<file path="src/rtl/bitset_reg.sv">
// bitset_reg: WIDTH-bit flag/allocation register with per-bit commands
// and a multi-cycle wrapping find-next-bit scan.
//
// Optional feature macro: BITSET_REG_SCAN_EN
//   defined   -> SCAN command searches q for the next bit equal to a value
//   undefined -> no scan hardware; op 11 is a no-op, cmd_ready tied high,
//                res_* outputs tied low
//
// Ports:
//   clk        in   clock, rising edge
//   rst_n      in   asynchronous active-low reset
//   cmd_valid  in   command present
//   cmd_ready  out  command can be accepted
//   cmd_op     in   00 WRITE_BIT, 01 TOGGLE_BIT, 10 LOAD, 11 SCAN
//   cmd_index  in   bit index (WRITE/TOGGLE) or scan start index (SCAN)
//   cmd_value  in   bit value to write (WRITE) or to search for (SCAN)
//   cmd_data   in   word to load (LOAD)
//   q          out  register contents
//   res_valid  out  one-cycle pulse on scan completion
//   res_found  out  scan found a matching bit
//   res_index  out  scan result index (start index on a miss)
//
// WIDTH must be a power of two so the scan pointer wraps naturally.
//
// FSM states (only built with BITSET_REG_SCAN_EN):
//   state   | meaning
//   ST_IDLE | accepting commands, cmd_ready = 1
//   ST_SCAN | testing q[ptr] once per cycle, cmd_ready = 0

module bitset_reg #(
    parameter  int WIDTH = 8,
    localparam int IDX_W = $clog2(WIDTH)
) (
    input  logic             clk,
    input  logic             rst_n,
    input  logic             cmd_valid,
    output logic             cmd_ready,
    input  logic [1:0]       cmd_op,
    input  logic [IDX_W-1:0] cmd_index,
    input  logic             cmd_value,
    input  logic [WIDTH-1:0] cmd_data,
    output logic [WIDTH-1:0] q,
    output logic             res_valid,
    output logic             res_found,
    output logic [IDX_W-1:0] res_index
);

    localparam logic [1:0] OP_WRITE  = 2'b00;
    localparam logic [1:0] OP_TOGGLE = 2'b01;
    localparam logic [1:0] OP_LOAD   = 2'b10;
    localparam logic [1:0] OP_SCAN   = 2'b11;

    logic [WIDTH-1:0] r_q;
    logic             w_ready;
    logic             w_accept;

    assign w_accept = cmd_valid && w_ready;

    // Register updates only happen on accept, and accept is impossible
    // while a scan is running, so q is frozen for the whole scan.
    always_ff @(posedge clk or negedge rst_n) begin
        if (!rst_n) begin
            r_q <= '0;
        end else if (w_accept) begin
            unique case (cmd_op)
                OP_WRITE:  r_q[cmd_index] <= cmd_value;
                OP_TOGGLE: r_q[cmd_index] <= ~r_q[cmd_index];
                OP_LOAD:   r_q <= cmd_data;
                OP_SCAN:   r_q <= r_q;
            endcase
        end
    end

    assign q         = r_q;
    assign cmd_ready = w_ready;

`ifdef BITSET_REG_SCAN_EN

    typedef enum logic {
        ST_IDLE = 1'b0,
        ST_SCAN = 1'b1
    } state_t;

    state_t           r_state;
    state_t           w_state_nxt;
    logic [IDX_W-1:0] r_ptr;
    logic [IDX_W-1:0] r_start;
    logic [IDX_W-1:0] r_count;
    logic             r_value;
    logic             r_res_valid;
    logic             r_res_found;
    logic [IDX_W-1:0] r_res_index;
    logic             w_hit;
    logic             w_last;

    assign w_hit  = (r_q[r_ptr] == r_value);
    assign w_last = (r_count == IDX_W'(WIDTH - 1));

    always_ff @(posedge clk or negedge rst_n) begin
        if (!rst_n) begin
            r_state <= ST_IDLE;
        end else begin
            r_state <= w_state_nxt;
        end
    end

    always_comb begin
        w_state_nxt = r_state;
        w_ready     = 1'b0;
        unique case (r_state)
            ST_IDLE: begin
                w_ready = 1'b1;
                if (cmd_valid && cmd_op == OP_SCAN) begin
                    w_state_nxt = ST_SCAN;
                end
            end
            ST_SCAN: begin
                if (w_hit || w_last) begin
                    w_state_nxt = ST_IDLE;
                end
            end
        endcase
    end

    always_ff @(posedge clk or negedge rst_n) begin
        if (!rst_n) begin
            r_ptr       <= '0;
            r_start     <= '0;
            r_count     <= '0;
            r_value     <= 1'b0;
            r_res_valid <= 1'b0;
            r_res_found <= 1'b0;
            r_res_index <= '0;
        end else begin
            r_res_valid <= 1'b0;
            if (r_state == ST_IDLE) begin
                if (w_accept && cmd_op == OP_SCAN) begin
                    r_ptr   <= cmd_index;
                    r_start <= cmd_index;
                    r_value <= cmd_value;
                    r_count <= '0;
                end
            end else if (w_hit) begin
                r_res_valid <= 1'b1;
                r_res_found <= 1'b1;
                r_res_index <= r_ptr;
            end else if (w_last) begin
                // Miss reports the start index so the caller can tell
                // where the unsuccessful search began.
                r_res_valid <= 1'b1;
                r_res_found <= 1'b0;
                r_res_index <= r_start;
            end else begin
                // Power-of-two width: overflow is the wrap to bit 0.
                r_ptr   <= r_ptr + IDX_W'(1);
                r_count <= r_count + IDX_W'(1);
            end
        end
    end

    assign res_valid = r_res_valid;
    assign res_found = r_res_found;
    assign res_index = r_res_index;

`else

    assign w_ready   = 1'b1;
    assign res_valid = 1'b0;
    assign res_found = 1'b0;
    assign res_index = '0;

`endif

endmodule

</file>
<file path="config.mk">
export PLATFORM = sky130hd
export DESIGN_NAME = bitset_reg
export DESIGN_NICKNAME = d
export VERILOG_FILES = /design/src/rtl/bitset_reg.sv
export SDC_FILE = /design/constraint.sdc
export NUM_CORES = 1
export LEC_CHECK = 0
export ABC_AREA = 1
export CAP_MARGIN = 20
export CORE_MARGIN = 4
export CORE_UTILIZATION = 43
export DETAILED_ROUTE_END_ITERATION = 8
export PLACE_DENSITY = 0.78
export RECOVER_POWER = 50
export SLEW_MARGIN = 10
export SYNTH_ARGS = -nofsm -noshare
export SYNTH_HDL_FRONTEND = slang
export SYNTH_SLANG_ARGS = --single-unit
</file>
<file path="constraint.sdc">
create_clock -name clk -period 1.1 [get_ports clk]
set_input_delay 0.165 -clock clk [delete_from_list [all_inputs] [get_ports clk]]
set_output_delay 0.165 -clock clk [all_outputs]
set_load 0.05 [all_outputs]
</file>
==> impl_metrics.py <==
metrics = {
    "hold_path": {
        "hp-class": "in2async",
    },
    "floorplan": {
        "initial_core_util": 0.468,
        "die_y_um": 52.1,
        "die_area_um2": 2710,
        "die_w_um": 52.1,
        "io_pins": 31,
        "core_area_um2": 1780,
        "rows": 15,
    },
    "pwr": {
        "p_comb_frac": 0.666,
        "sw_frac_of_total": 0.432,
        "seqPwrFrac": 0.213,
        "p_int_mw": 1.13,
        "pwr-share-clk": 0.121,
        "peakVddDrop_v": 0.00101,
        "p_leak_nw": 0.759,
        "netSwitchingPower_uw": 859,
        "powerDensity_nw_per_um2": 1330,
    },
    "finish": {
        "drive_gt1_frac": 0.403,
        "finalInstanceArea_um2": 1500,
        "diodes": 0,
        "syn2layout_area_growth_pct": 79.6,
        "layout.nets": 213,
    },
    "critical_path": {
        "cp-end-kind": "flop",
        "cp.arrival_ns": 1.40,
        "cp_max_fo": 2,
        "critPathKind": "reg2reg",
        "r2r_cells": 9,
        "crit_path_start_kind": "flop",
        "required_ns": 1.29,
        "ff2ff_setup_slack_ns": -0.11,
    },
    "place": {
        "hpwl_um": 2120,
        "place_area_um2": 1300,
        "port_buffers": 24,
        "globalplace.congestion": 0.886,
    },
    "timing": {
        "fmax_ghz": 0.826,
        "fin_setup_tns_ns": -0.227,
        "fin_ws_ns": -0.110,
        "rsz0062_at_grt": "true",
        "setup_violations": 8,
        "finalCriticalPeriod_ns": 1.21,
        "min_period_over_period": 1.10,
        "slew_viol_final": 0,
        "hold_viol_final": 0,
        "fin_skew_ns": 0.00631,
    },
    "synth": {
        "ys_dominant_reg_cell": "dfrtp_1",
        "synth_area_um2": 835,
        "syn_avg_cell_area_um2": 6.00,
        "synthTopCellsByCount": "nand2_1, nand3_1, inv_1, nor2_1, dfrtp_1",
        "async_flop_share": 1.00,
        "synth_area_leaders": "dfrtp_1, nand2_1, nand3_1, inv_1, nor2_1",
        "synth_edf_count": 0,
        "yosysTopAreaCellShare": 0.240,
        "yosys_warnings": 0,
        "ys_ff_latch": 8,
        "syn_inst": 139,
        "yosys.area.top_type": "dfrtp_1",
        "synth.distinct_cells": 18,
        "synth_most_common_cell": "nand2_1",
        "ys_seq_area_frac": 0.240,
    },
    "clock_network": {
        "cts.path.max_buffers": 2,
        "clkSlewWorstSetupHoldPaths_ns": 0.06,
        "clk_latency_ns": 0.26,
        "clock-root-buffer": "clkbuf_4",
        "numCtsBuffers": 3,
        "cts_tree": "done",
        "h-tree-depth": 1,
        "clock-sinks": 8,
    },
    "detailed_routing": {
        "drt_iter0_markers": 61,
        "drcViolationCount": 0,
        "routed_wl_um": 3200,
        "drt-pass1-iter-count": 4,
        "wire_per_inst_um": 14.8,
        "via_per_inst": 5.25,
        "drtAntennaViolNets": 0,
        "dr_total_vias": 1135,
    },
    "job": {
        "max_cap_viol_count": 0,
    },
    "grt": {
        "grt_overflow": 0,
        "grt_max_degree": 9,
        "grt_pass1_vias": 1038,
        "grt_usage": 0.229,
        "antenna_found_initial": 0,
        "grt_pass1_wl_um": 4610,
    },
    "status": {
        "failed_checks": "setup timing",
        "status": "finished, violations left",
    },
}
metal layers:
layer | wire [µm] | share of wire | global-route usage
met2 | 1710 | 0.53 | 0.427
met1 | 1140 | 0.36 | 0.252
met3 | 250 | 0.078 | 0.0229
met5 | 0 | 0 | 0
met4 | 99 | 0.031 | 0.118
metrics by stage:
step | util | hold WS, ns | setup slack [ns] | instances | total power, mW
2_1_floorplan | - | -0.131 | -0.0928 | 143 | 0.993
3_3_place_gp | 0.731 | 0.484 | -0.609 | 206 | 1.54
3_5_place_dp | 0.731 | 0.491 | -0.684 | 206 | 1.57
4_1_cts | 0.793 | 0.214 | -0.0237 | 212 | 1.89
5_1_grt | 0.841 | 0.310 | -0.167 | 216 | 2.08
6_report | 0.841 | 0.272 | -0.110 | 216 | 1.99
layout by cell type, fill, tap and decap left out, types with 2 or more instances in the layout:
| master | instances |
|---|---|
| a21oi_2 | 5 |
| a31oi_1 | 6 |
| buf_12 | 8 |
| buf_4 | 22 |
| buf_6 | 9 |
| clkbuf_2 | 3 |
| clkbuf_4 | 3 |
| clkdlybuf4s50_1 | 9 |
| conb_1 | 6 |
| dfrtp_2 | 8 |
| ha_4 | 2 |
| inv_1 | 12 |
| inv_2 | 3 |
| nand2_1 | 48 |
| nand2_2 | 2 |
| nand3_1 | 13 |
| nand3_2 | 3 |
| nand4_1 | 4 |
| nor2_1 | 10 |
| nor2_2 | 2 |
| nor2_4 | 3 |
| o21ai_0 | 2 |
critical path, cell delays in order (launching register included):
cell	delay, ns
dfrtp_2	0.41
nand4_1	0.14
nand2_1	0.08
nor2_2	0.12
nand3_1	0.10
nand2_1	0.08
nand2_1	0.05
nand2_1	0.06
nand2_1	0.05
nand2_1	0.05
worst max path at each step:
| stage | start | to | slack [ns] | cells past startpoint |
|---|---|---|---|---|
| 3_5_place_dp | cmd_op[0] | flop | -0.68 | 6 |
| 6_report | flop | flop | -0.11 | 9 |
| 2_1_floorplan | flop | flop | -0.09 | 9 |
| 3_3_place_gp | cmd_op[0] | flop | -0.61 | 6 |
| 5_1_grt | flop | flop | -0.17 | 9 |
| 4_1_cts | flop | q[2] | -0.02 | 2 |
power groups by stage:
stage | clock (mW) | sequential (mW) | combinational (mW)
floorplan | 0 | 0.673 | 0.320
global placement | 0 | 0.408 | 1.13
detailed placement | 0 | 0.413 | 1.16
CTS | 0.241 | 0.418 | 1.23
global route | 0.254 | 0.431 | 1.40
finish | 0.241 | 0.424 | 1.33
area by class of cell:
type                    instances  area, µm²
clock buffers                   3       22.5
fillers                       111        284
inverters                      16       65.1
multi-input cells             108        592
flip-flops and latches          8        210
well taps                      25       31.3
repair buffers                 56        578
logic make-up after synthesis:
logic type / Yosys count / share of synthesized area
adder cells (fa/ha/maj): 3 / 0.0450
flip-flops: 8 / 0.240
AO/OA/AOI/OAI: 14 / 0.0930
buffers and inverters: 27 / 0.186
other: 2 / 0.00900
AND/OR/NAND/NOR: 85 / 0.427
timing repair:
action	in CTS	in global routing
setup buffers	3	4
endpoints found under the setup margin	16	16
endpoints found under the hold margin	0	0
hold buffers	0	0
pin swaps	7	12
gates resized for setup	28	22
No activity file was read; power rests on OpenSTA's default activity.
